<file path="config.mk">
export PLATFORM = sky130hd
export DESIGN_NAME = flow_chain_drain_ctrl
export DESIGN_NICKNAME = d
export VERILOG_FILES = /design/src/rtl/flow_chain_drain_ctrl.sv
export SDC_FILE = /design/constraint.sdc
export NUM_CORES = 1
export LEC_CHECK = 0
export BUFFER_PORTS_ARGS = -buffer_cell sky130_fd_sc_hd__clkbuf_2
export CORE_UTILIZATION = 35
export CTS_CLUSTER_DIAMETER = 50
export DETAILED_ROUTE_END_ITERATION = 16
export GPL_ROUTABILITY_DRIVEN = 1
export GPL_TIMING_DRIVEN = 0
export SKIP_CTS_REPAIR_TIMING = 1
export SYNTH_ARGS = -nofsm -noshare
export SYNTH_HDL_FRONTEND = slang
export SYNTH_SLANG_ARGS = --single-unit
</file>
<file path="constraint.sdc">
create_clock -name clk -period 3.4 [get_ports clk]
set_input_delay 0.34 -clock clk [delete_from_list [all_inputs] [get_ports clk]]
set_output_delay 0.34 -clock clk [all_outputs]
set_load 0.005 [all_outputs]
</file>
<file path="src/rtl/flow_chain_drain_ctrl.sv">
`default_nettype none
// ============================================================================
// flow_chain_drain_ctrl : drains one chamber through a flow-switch chain
//   into the shared merge. Valves open merge-inward, hold, then close outward.
// Revision: 1.0
// ============================================================================
module flow_chain_drain_ctrl #(
  parameter int N_SW   = 6,
  parameter int SETTLE = 8,
  parameter int DUR_W  = 16,
  parameter int SLOT_W = $clog2(2*N_SW)
) (
  input  logic              clk,
  input  logic              rst_n,
  input  logic              req_valid,
  output logic              req_ready,
  input  logic              req_chain,
  input  logic [SLOT_W-1:0] req_slot,
  input  logic [DUR_W-1:0]  req_dur,
  input  logic              abort,
  output logic [2*N_SW-1:0] valve_a,
  output logic [2*N_SW-1:0] valve_b,
  output logic [1:0]        merge_sel,
  output logic              busy,
  output logic              done,
  output logic              err
);

  localparam int SET_W = $clog2(SETTLE+1);
  localparam int IDX_W = $clog2(N_SW+1);

  localparam logic [SET_W-1:0] SET_RELOAD = SET_W'(SETTLE-1);
  localparam logic [SET_W-1:0] SET_ONE    = SET_W'(1);
  localparam logic [DUR_W-1:0] DUR_ONE    = DUR_W'(1);
  localparam logic [IDX_W-1:0] IDX_ONE    = IDX_W'(1);
  localparam logic [IDX_W-1:0] IDX_NONE   = IDX_W'(N_SW);
  localparam logic [IDX_W-1:0] IDX_OUTER  = IDX_W'(N_SW-1);
  localparam logic [1:0]       MODE_CLOSED = 2'b00;
  localparam logic [1:0]       MODE_PASS   = 2'b01;

  typedef enum logic [2:0] {
    ST_IDLE  = 3'd0,
    ST_OPEN  = 3'd1,
    ST_HOLD  = 3'd2,
    ST_CLOSE = 3'd3,
    ST_DONE  = 3'd4
  } state_t;

  state_t              state_q, state_d;
  logic                chain_q, chain_d;
  logic                branch_q, branch_d;
  logic [IDX_W-1:0]    tgt_q, tgt_d;
  logic [DUR_W-1:0]    dur_q, dur_d;
  logic [DUR_W-1:0]    dur_cnt_q, dur_cnt_d;
  logic [SET_W-1:0]    set_cnt_q, set_cnt_d;
  logic                merge_on_q, merge_on_d;
  logic                any_open_q, any_open_d;
  logic                tgt_open_q, tgt_open_d;
  logic [IDX_W-1:0]    sw_idx_q, sw_idx_d;
  logic [IDX_W-1:0]    cls_idx_q, cls_idx_d;
  logic                fin_q, fin_d;
  logic                aborted_q, aborted_d;
  logic [2*N_SW-1:0]   valve_a_q, valve_a_d;
  logic [2*N_SW-1:0]   valve_b_q, valve_b_d;
  logic [1:0]          merge_q, merge_d;
  logic                done_q, done_d;
  logic                err_q, err_d;

  logic [2*N_SW-1:0]   vec;
  logic [IDX_W-1:0]    nxt;
  logic                tgt_close;
  logic                go_abort;

  always_ff @(posedge clk or negedge rst_n) begin
    if (!rst_n) begin
      state_q    <= ST_IDLE;
      chain_q    <= 1'b0;
      branch_q   <= 1'b0;
      tgt_q      <= '0;
      dur_q      <= '0;
      dur_cnt_q  <= '0;
      set_cnt_q  <= '0;
      merge_on_q <= 1'b0;
      any_open_q <= 1'b0;
      tgt_open_q <= 1'b0;
      sw_idx_q   <= '0;
      cls_idx_q  <= '0;
      fin_q      <= 1'b0;
      aborted_q  <= 1'b0;
      valve_a_q  <= '0;
      valve_b_q  <= '0;
      merge_q    <= 2'b00;
      done_q     <= 1'b0;
      err_q      <= 1'b0;
    end else begin
      state_q    <= state_d;
      chain_q    <= chain_d;
      branch_q   <= branch_d;
      tgt_q      <= tgt_d;
      dur_q      <= dur_d;
      dur_cnt_q  <= dur_cnt_d;
      set_cnt_q  <= set_cnt_d;
      merge_on_q <= merge_on_d;
      any_open_q <= any_open_d;
      tgt_open_q <= tgt_open_d;
      sw_idx_q   <= sw_idx_d;
      cls_idx_q  <= cls_idx_d;
      fin_q      <= fin_d;
      aborted_q  <= aborted_d;
      valve_a_q  <= valve_a_d;
      valve_b_q  <= valve_b_d;
      merge_q    <= merge_d;
      done_q     <= done_d;
      err_q      <= err_d;
    end
  end

  always_comb begin
    state_d    = state_q;
    chain_d    = chain_q;
    branch_d   = branch_q;
    tgt_d      = tgt_q;
    dur_d      = dur_q;
    dur_cnt_d  = dur_cnt_q;
    set_cnt_d  = set_cnt_q;
    merge_on_d = merge_on_q;
    any_open_d = any_open_q;
    tgt_open_d = tgt_open_q;
    sw_idx_d   = sw_idx_q;
    cls_idx_d  = cls_idx_q;
    fin_d      = fin_q;
    aborted_d  = aborted_q;
    valve_a_d  = valve_a_q;
    valve_b_d  = valve_b_q;
    merge_d    = merge_q;
    done_d     = 1'b0;
    err_d      = 1'b0;
    // Working copy of the active chain; only this chain is ever written back.
    vec        = chain_q ? valve_b_q : valve_a_q;
    nxt        = IDX_OUTER;
    tgt_close  = 1'b0;
    go_abort   = 1'b0;

    case (state_q)
      ST_IDLE: begin
        if (req_valid) begin
          if (int'(req_slot) >= 2*N_SW) begin
            err_d = 1'b1;
          end else begin
            state_d    = ST_OPEN;
            chain_d    = req_chain;
            tgt_d      = IDX_W'(req_slot >> 1);
            branch_d   = req_slot[0];
            dur_d      = req_dur;
            set_cnt_d  = '0;
            merge_on_d = 1'b0;
            any_open_d = 1'b0;
            tgt_open_d = 1'b0;
            fin_d      = 1'b0;
            aborted_d  = 1'b0;
          end
        end
      end

      ST_OPEN: begin
        if (abort) begin
          go_abort = 1'b1;
        end else if (set_cnt_q != '0) begin
          set_cnt_d = set_cnt_q - SET_ONE;
        end else if (tgt_open_q) begin
          if (dur_q == '0) begin
            tgt_close = 1'b1;
          end else begin
            state_d   = ST_HOLD;
            dur_cnt_d = dur_q - DUR_ONE;
          end
        end else if (!merge_on_q) begin
          merge_d    = chain_q ? 2'b10 : 2'b01;
          merge_on_d = 1'b1;
          set_cnt_d  = SET_RELOAD;
        end else begin
          nxt = any_open_q ? (sw_idx_q - IDX_ONE) : IDX_OUTER;
          vec[2*int'(nxt) +: 2] = (nxt == tgt_q) ? {1'b1, branch_q} : MODE_PASS;
          sw_idx_d   = nxt;
          any_open_d = 1'b1;
          tgt_open_d = (nxt == tgt_q);
          set_cnt_d  = SET_RELOAD;
        end
      end

      ST_HOLD: begin
        if (abort) begin
          go_abort = 1'b1;
        end else if (dur_cnt_q == '0) begin
          tgt_close = 1'b1;
        end else begin
          dur_cnt_d = dur_cnt_q - DUR_ONE;
        end
      end

      ST_CLOSE: begin
        if (abort) begin
          aborted_d = 1'b1;
        end
        if (set_cnt_q != '0) begin
          set_cnt_d = set_cnt_q - SET_ONE;
        end else if (fin_q) begin
          state_d = ST_DONE;
          if (aborted_q || abort) begin
            err_d = 1'b1;
          end else begin
            done_d = 1'b1;
          end
        end else if (cls_idx_q == IDX_NONE) begin
          merge_d   = 2'b00;
          fin_d     = 1'b1;
          set_cnt_d = SET_RELOAD;
        end else begin
          vec[2*int'(cls_idx_q) +: 2] = MODE_CLOSED;
          cls_idx_d = cls_idx_q + IDX_ONE;
          set_cnt_d = SET_RELOAD;
        end
      end

      ST_DONE: begin
        state_d = ST_IDLE;
      end

      default: begin
        state_d = ST_IDLE;
      end
    endcase

    // Abort starts the close-down at the innermost opened switch on the next edge.
    if (go_abort) begin
      state_d   = ST_CLOSE;
      set_cnt_d = '0;
      cls_idx_d = any_open_q ? sw_idx_q : IDX_NONE;
      aborted_d = 1'b1;
    end

    if (tgt_close) begin
      vec[2*int'(tgt_q) +: 2] = MODE_CLOSED;
      cls_idx_d = tgt_q + IDX_ONE;
      state_d   = ST_CLOSE;
      set_cnt_d = SET_RELOAD;
    end

    if (chain_q) begin
      valve_b_d = vec;
    end else begin
      valve_a_d = vec;
    end
  end

  assign req_ready = (state_q == ST_IDLE);
  assign busy      = (state_q != ST_IDLE);
  assign valve_a   = valve_a_q;
  assign valve_b   = valve_b_q;
  assign merge_sel = merge_q;
  assign done      = done_q;
  assign err       = err_q;

endmodule
`default_nettype wire

</file>
# Word level (Yosys, flattened, before mapping)
# Index checks and enable logic that the tools add are counted.
# Widths: inputs -> output; s select.
word_totals:
  regBits: 83
  in_bits: 25
  wordCells: 202
op_classes:
  addsub: 9
  order_cmp: 1
  eq_ne: 36
  shifts: 6
  mux: 101
  n_bitwise: 4
  reduce_logical: 26
ops:
  columns: ["cell", "count"]
  rows:
  - ["$mux 12", 9]
  - ["$neg 4->33", 3]
  - ["$shift 2x33->12 const A", 3]
  - ["$mux 16", 6]
  - ["$shiftx 2x33->12 const A", 2]
  - ["$mux 3", 18]
  - ["$bwmux 12", 3]
  - ["$mux 4", 9]
  - ["$mux 1", 35]
  - ["$shiftx 2x33->12", 1]
  - ["$logic_not 16->1", 2]
  - ["$pmux 16 s2", 1]
  - ["$sub 16x1->16 const B", 2]
  - ["$ne 2x2->1 const B", 14]
  - ["$ne 4x4->1 const B", 7]
  - ["$pmux 12 s2", 1]
  - ["$mux 2", 9]
  - ["$ne 3x3->1 const B", 5]
  - ["$pmux 1 s2", 7]
  - ["$reduce_and 7->1", 2]
  - ["$pmux 3 s4", 1]
  - ["$pmux 4 s3", 1]
  - ["$reduce_and 4->1", 3]
  - ["$reduce_and 6->1", 2]
  - ["other kinds (25)", 37]

# Depth between registers and ports, before layout
# Gate-level depths: netlist of the first run.
depth:
  word_depth: 13
  depth_mapped: 12
  ltp_nobuf: 11

# Least setup slack after synthesis of the first run
# OpenSTA, ideal clock, no wires.
synth_timing:
  path_kind: "register to register"
  from: "reg state_q[1]"
  to: "reg dur_cnt_q[10]"
  t_arrival_ps: 2771
  required_ps: 3263
  setup_slack_ps: 492
  path_stages_with_launch: 12
  synth_period_minus_slack_ps: 2908
  path_cell_list: "dfrtp_1 -> or3b_1 -> buf_2 -> buf_1 -> clkbuf_1 -> mux2i_1 -> ha_1 -> clkbuf_1 -> nand4_1 -> or3b_2 -> a31oi_1 -> a21oi_1"
synth_between:
  elab_chain_cells: 3
  elab_cells_between_ends: 11
synth_lines:
  columns: ["item", "line", "text"]
  rows:
  - ["from (decl)", "49", "state_t state_q, state_d;"]
  - ["from (signal assigned)", "96", "state_q <= state_d;"]
  - ["$eq 3x1->1 / $eq 3x2->1 (equally long branches)", "144", "case (state_q)"]
  - ["$ne 2x2->1 (no source line) / $reduce_bool 2->1 (equally long branches)", null, null]
  - ["$reduce_and 7->1 (no source line)", null, null]
  - ["to (signal assigned)", "101", "dur_cnt_q <= dur_cnt_d;"]
  - ["to (decl)", "54", "logic [DUR_W-1:0] dur_cnt_q, dur_cnt_d;"]
# Parallel ways exist; a longest one is shown, timed or not.
# A chain may end at the register's enable or synchronous reset.

# Final worst setup path of the first run
layout_timing:
  from: "reg sw_idx_q[0]"
  to: "reg valve_a_q[11], in the netlist valve_a[11]"
layout_between:
  elab_chain_cells: 13
  elab_cells_between_ends: 15
layout_lines:
  columns: ["item", "line", "text"]
  rows:
  - ["from (decl)", "59", "logic [IDX_W-1:0] sw_idx_q, sw_idx_d;"]
  - ["from (signal assigned)", "106", "sw_idx_q <= sw_idx_d;"]
  - ["$sub 3x1->3 (*)", "182", "nxt = any_open_q ? (sw_idx_q - IDX_ONE) : IDX_OUTER;"]
  - ["$mux 3 (*)", "182", null]
  - ["branches (longest 3 deep; another with $neg 4->33)", null, null]
  - ["$bwmux 12 (*)", "183", "vec[2*int'(nxt) +: 2] = (nxt == tgt_q) ? {1'b1, branch_q} : MODE_PASS;"]
  - ["$mux 12 (*)", "177", "end else if (!merge_on_q) begin"]
  - ["$mux 12 (*)", "170", "end else if (tgt_open_q) begin"]
  - ["$mux 12 (*)", "168", "end else if (set_cnt_q != '0) begin"]
  - ["$mux 12 (*)", "166", "if (abort) begin"]
  - ["$pmux 12 s2 (*)", "144", null]
  - ["$bwmux 12", "243", "vec[2*int'(tgt_q) +: 2] = MODE_CLOSED;"]
  - ["$mux 12 (*)", "242", "if (tgt_close) begin"]
  - ["to (signal assigned)", "110", "valve_a_q <= valve_a_d;"]
  - ["to (decl)", "63", "logic [2*N_SW-1:0] valve_a_q, valve_a_d;"]
# Every way passes the cells marked *.

==> impl_metrics.toml, run 1 <==
[run_status]
status = "finished clean"

[logic_synthesis]
ys_types = 74
synth_warnings = 0
async_flop_share = 1.000
syn_area_mm2 = 0.005234
mappedNetlistNets = 616
synthCells = 580
yosys-top-cells-count = "dfrtp_1 (83), nand2_1 (64), nor2_1 (30), o21ai_0 (30)"
syn_avg_cell_area_um2 = 9.024
synth_edf_count = 0
yosys_register_bits = 83
yosysTopAreaCellShare = 0.3968
synth_top_area_cell = "dfrtp_1"
synth_seq_area_share = 0.3968
synth_flop_cell = "dfrtp_1"
ys_top_cells_by_area = "dfrtp_1 (40%), mux2_2 (5.4%), nand2_1 (4.6%)"
yosysMostFrequentCell = "dfrtp_1"

[floorplanning]
io_pins = 55
rows = 44
dieArea_mm2 = 0.01545
die_x_um = 124.3
core_mm2 = 0.01459
start_util = 0.3587
die_h_um = 124.3

[detailed_routing]
drc = 0
drtIter0Drc = 374
drt-vias-per-instance = 5.724
dr.pass1.iters = 5
vias = 4751
routed_wl_um = 13960
wl_per_cell_um = 16.82
ant_nets = 0

[layout]
fillCellCount = 1446
final_layout_size_suffix_gt1_frac = 0.1920
multi_input_area_mm2 = 0.002947
final_area_mm2 = 0.006052
finish.utilization = 0.4148
syn_to_final_growth_pct = 15.63
instances_no_fill = 830
seqCellArea_mm2 = 0.002077
antenna_cells = 0
final_nets = 679

[clocking]
numClockSinks = 83
clk-insertion-delay-late_ps = 350
clock_path_buffers = 2
cts_tree = "done"
h-tree-depth = 3
clk_pin_slew_worst_paths_ps = 60
cts_buffers = 9
cts_root_buf = "clkbuf_16"

[timing]
setup_viol = 0
finalMaxSlewViolations = 0
tightest_slew_ps = 904.2
rsz0062_at_grt = "false"
fin_crit_sh = 0.9546
setup_tns_ps = 0
hold_viol = 0
post-route-min-period_ps = 3245
max_slew_margin = 0.3916
skew_ps = 7.251
holdWs_ps = 5.330
fmax_mhz = 308.1
layout_setup_ws_ps = 154.5

[setup_path]
criticalPathCategory = "flop to flop"
worstPathCellList = "buf_2 > inv_1 > ha_1 > and3_1 > ha_1 > or3b_2 > a2111oi_4 > a41oi_1 > or2_2 > o311ai_0 > o21ai_0"
critPathMaxFanout = 10
cp-start-kind = "flop"
cp_top_family = "simple AND/OR/NAND/NOR gates"
crit_top_cell = "ha_1"
cp_slowest_cell = "or3b_2"
required_ps = 3610
end_kind = "flop"
max_stage_delay_ps = 510
cp.buffers_inverters = 2
worst_ep_arrival_time_ps = 3460

[min_path]
hold_path.class = "input pin to asynchronous set/reset pin"

[global_route]
antenna_found_initial = 0
met3_usage = 0.04124
grt_use_total = 0.1891
grt_pass1_wl_um = 23580
grt_pass1_vias = 4624
gr-total-overflow = 0
grt_max_degree = 47
met1_usage = 0.2396
grt.met2_usage = 0.3100
grt.busiest_layer = "met2"

[power]
ir_drop_v = 0.0004979
power.leakage_nw = 2.606
p_total_mw = 5.526
powerDensity_mw_per_mm2 = 913.1

[placement]
portBuffers = 53
finalWeightedCongestion = 0.8873
place_area_mm2 = 0.005759
post-place-ws_ps = -274.9
place_inst = 818
dp_hpwl_um = 10380

[run]
max_cap_viol_count = 0
## worst register-to-register path, stage by stage (launching register included)
cell and delay, ps:
dfrtp_1 320, buf_2 210, inv_1 90, ha_1 390, and3_1 210, ha_1 350
or3b_2 510, a2111oi_4 330, a41oi_1 130, or2_2 330, o311ai_0 100, o21ai_0 130
## registers in the layout, summed over array words and instances, names as in the netlist, 2 cells and up
name,flops
set_cnt_q,4
tgt_q,3
valve_b,12
cls_idx_q,3
dur_q,16
dur_cnt_q,16
valve_a,12
sw_idx_q,3
state_q,3
merge_sel,2
## cell type report
type / count / area share
clock buffers: 12 / 0.04238
flip-flops and latches: 83 / 0.3432
well taps: 184 / 0.03804
clock inverters: 2 / 0.002067
plain buffers: 36 / 0.02502
multi-input cells: 437 / 0.4869
inverters: 22 / 0.01364
repair buffers: 54 / 0.04879
## final timing paths
| kind | slack (ps) | startpoint | depth (start not counted) | to |
|---|---|---|---|---|
| max in group asynchronous | 2770 | rst_n | 2 | dur_cnt_q[4]$_DFFE_PN0P_ |
| max | 150 | sw_idx_q[0]$_DFFE_PN0P_ | 11 | valve_a[11]$_DFFE_PN0N_ |
| min in group clk | 220 | req_dur[5] | 2 | dur_q[5]$_DFFE_PN0P_ |
| min reg2reg | 490 | merge_sel[1]$_DFFE_PN0P_ | 2 | merge_sel[1]$_DFFE_PN0P_ |
| min | 5 | rst_n | 1 | valve_b[9]$_DFFE_PN0P_ |
| max reg2reg | 150 | sw_idx_q[0]$_DFFE_PN0P_ | 11 | valve_a[11]$_DFFE_PN0N_ |
## cell families (layout without fill, tap and decap cells)
kind of cell / Yosys count / count (layout) / synth area share
buf+inv: 60 / 126 / 0.04590
simple gates: 224 / 224 / 0.2314
flops: 83 / 83 / 0.3968
fa+ha+maj: 11 / 11 / 0.02630
mux: 42 / 42 / 0.08654
compound gates: 155 / 155 / 0.2046
xor+xnor: 5 / 5 / 0.008367
## placed cells by master (no fill, tap or decap), drive strengths merged, types with 11 or more instances in the layout
cell    count
o31ai      12
mux2       26
ha         11
nor2       31
nand2      64
clkbuf     91
buf        11
nor4       11
nor3       27
inv        22
o21ai      33
nand3      19
mux2i      16
dfrtp      83
nand4      11
a21oi      26
## power by group
group | switching [mW] | internal [mW]
Combinational | 1.69 | 1.20
Clock | 0.378 | 0.525
Sequential | 0.385 | 1.35
Total | 2.45 | 3.07
## routing by layer
| metal | vias to the layer above | part of all wire |
|---|---|---|
| li1 | 2288 | - |
| met1 | 2316 | 0.45 |
| met2 | 129 | 0.48 |
| met3 | 18 | 0.049 |
| met4 | 0 | 0.018 |
| met5 | - | 0 |
Note: power is estimated with default switching activity, not from simulation.
==> run 2, diff against run 1 <==
--- a/config.mk
+++ b/config.mk
@@ -6,6 +6,7 @@
 export NUM_CORES = 1
 export LEC_CHECK = 0
 export BUFFER_PORTS_ARGS = -buffer_cell sky130_fd_sc_hd__clkbuf_2
+export CORE_MARGIN = 10
 export CORE_UTILIZATION = 35
 export CTS_CLUSTER_DIAMETER = 50
 export DETAILED_ROUTE_END_ITERATION = 16
==> impl_metrics.toml, run 2 (synthesized netlist as in run 1, its figures left out) <==
[detailed_routing]
routed_wl_um = 14680
ant_nets = 0
dr.pass1.iters = 5
drt-vias-per-instance = 5.733
wl_per_cell_um = 17.64
drc = 0
vias = 4770
drtIter0Drc = 400

[clocking]
cts_root_buf = "clkbuf_16"
h-tree-depth = 3
clk-insertion-delay-late_ps = 350
numClockSinks = 83
clock_path_buffers = 2
cts_buffers = 9
clk_pin_slew_worst_paths_ps = 60
cts_tree = "done"

[timing]
hold_viol = 0
skew_ps = 9.365
finalMaxSlewViolations = 0
tightest_slew_ps = 879.1
setup_viol = 0
holdWs_ps = 214.4
post-route-min-period_ps = 3182
setup_tns_ps = 0
max_slew_margin = 0.4086
fmax_mhz = 314.3
rsz0062_at_grt = "false"
fin_crit_sh = 0.9358

[power]
powerDensity_mw_per_mm2 = 931.6
ir_drop_v = 0.0004037
power.leakage_nw = 2.628

[setup_path]
r2r-start = "sw_idx_q[0]$_DFFE_PN0P_"
cp_slowest_cell = "or3b_2"
worstPathCellList = "clkbuf_4 > inv_1 > ha_2 > xnor2_2 > and2_1 > ha_1 > or3b_2 > a2111oi_4 > a41oi_1 > or2_2 > o311ai_0 > o21ai_0"
criticalPathCategory = "flop to flop"
worstReg2RegEnd = "valve_a[10]$_DFFE_PN0N_"
critPathMaxFanout = 10
reg2reg_setup_slack_ps = 220
worst_ep_arrival_time_ps = 3400
cp-start-kind = "flop"
rr_worst_depth = 12
end_kind = "flop"
max_stage_delay_ps = 510
required_ps = 3620

[placement]
finalWeightedCongestion = 0.8959
place_area_mm2 = 0.005759
portBuffers = 53
dp_hpwl_um = 10890

[layout]
syn_to_final_growth_pct = 16.85
final_nets = 680
final_cell_mix = "dfrtp_1 (83), nand2_1 (64), clkbuf_2 (53)"
final_common_cell = "dfrtp_1"
antenna_cells = 0
largestRegisters = "dur_cnt_q (16), dur_q (16)"
final_area_mm2 = 0.006116
finish.utilization = 0.4192
final_layout_size_suffix_gt1_frac = 0.1944
fillCellCount = 1424

[min_path]
hold_depth = 2
min_from = "req_slot[0]"
hold_path.class = "input pin to flop"
holdPathEnd = "branch_q$_DFFE_PN0P_"

[global_route]
grt_pass1_vias = 4861
grt_pass1_wl_um = 24740
gr-total-overflow = 0
antenna_found_initial = 0
grt_use_total = 0.1483
grt_max_degree = 58

[floorplanning]
start_util = 0.3587
dieArea_mm2 = 0.02025
rows = 44
die_x_um = 142.3
die_h_um = 142.3
core_mm2 = 0.01459
io_pins = 55

[run_status]
status = "finished clean"

[run]
max_cap_viol_count = 0
## run 2: cell types whose count changed in the layout (fill, tap and decap cells not counted)
cell and delta:
clkinvlp_4 +1, clkinv_2 -1, dlygate4sd3_1 +1, bufinv_16 +2
buf_2 -1, ha_2 +1, ha_1 -1, clkbuf_8 -1
clkbuf_4 +1
## run 2: stage by stage
| step | power (mW) | setup slack, ps | cells |
|---|---|---|---|
| 3_3_place_gp | 4.480 | -167.6 | 817 |
| 2_1_floorplan | 3.792 | 492.2 | 580 |
| 5_1_grt | 6.201 | 13.03 | 832 |
| 4_1_cts | 5.676 | -255.6 | 833 |
| 6_report | 5.698 | 218.3 | 832 |
| 3_5_place_dp | 4.582 | -266.5 | 818 |
## run 2: how the worst max path moves through the flow
stage,startpoint,to,slack [ps],cells past startpoint
3_3_place_gp,state_q[2]$_DFFE_PN0P_,dur_cnt_q[14]$_DFFE_PN0P_,-170,11
2_1_floorplan,state_q[1]$_DFFE_PN0P_,dur_cnt_q[10]$_DFFE_PN0P_,490,11
6_report,sw_idx_q[0]$_DFFE_PN0P_,valve_a[10]$_DFFE_PN0N_,220,12
3_5_place_dp,state_q[2]$_DFFE_PN0P_,dur_cnt_q[14]$_DFFE_PN0P_,-270,11
4_1_cts,state_q[2]$_DFFE_PN0P_,dur_cnt_q[10]$_DFFE_PN0P_,-260,11
5_1_grt,sw_idx_q[0]$_DFFE_PN0P_,valve_a[10]$_DFFE_PN0N_,10,12
## run 2: worst max-delay path: cells and delay by family, from the launching register on
| family | cells | cell delay [ps] |
|---|---|---|
| AO/OA/AOI/OAI | 4 | 720 |
| XOR/XNOR | 1 | 240 |
| adder cells (fa/ha/maj) | 2 | 490 |
| buffers and inverters | 2 | 260 |
| flip-flops | 1 | 320 |
| AND/OR/NAND/NOR | 3 | 1040 |
## run 2: cell type report
type                    instances  area (µm²)  share of cell area
multi-input cells             437        2949              0.4822
flip-flops and latches         83        2077              0.3396
repair buffers                 55       305.3             0.04992
clock buffers                  11       242.7             0.03969
well taps                     184       230.2             0.03764
plain buffers                  36       153.9             0.02516
inverters                      22       82.58             0.01350
clock inverters                 4       75.07             0.01227
## run 2: metal layers
layer | part of all wire | wire [µm] | global-route usage
met3 | 0.065 | 953 | 0.04005
met2 | 0.50 | 7293 | 0.2536
met4 | 0.011 | 168 | 0.04572
met1 | 0.43 | 6265 | 0.1768
met5 | 0 | 0 | 0
## run 2: power by group
part           total (mW)  switching [mW]  internal, mW  leakage, nW
combinational        2.90            1.69          1.21         1.46
clock                1.06           0.403         0.659        0.148
sequential           1.74           0.391          1.35         1.02
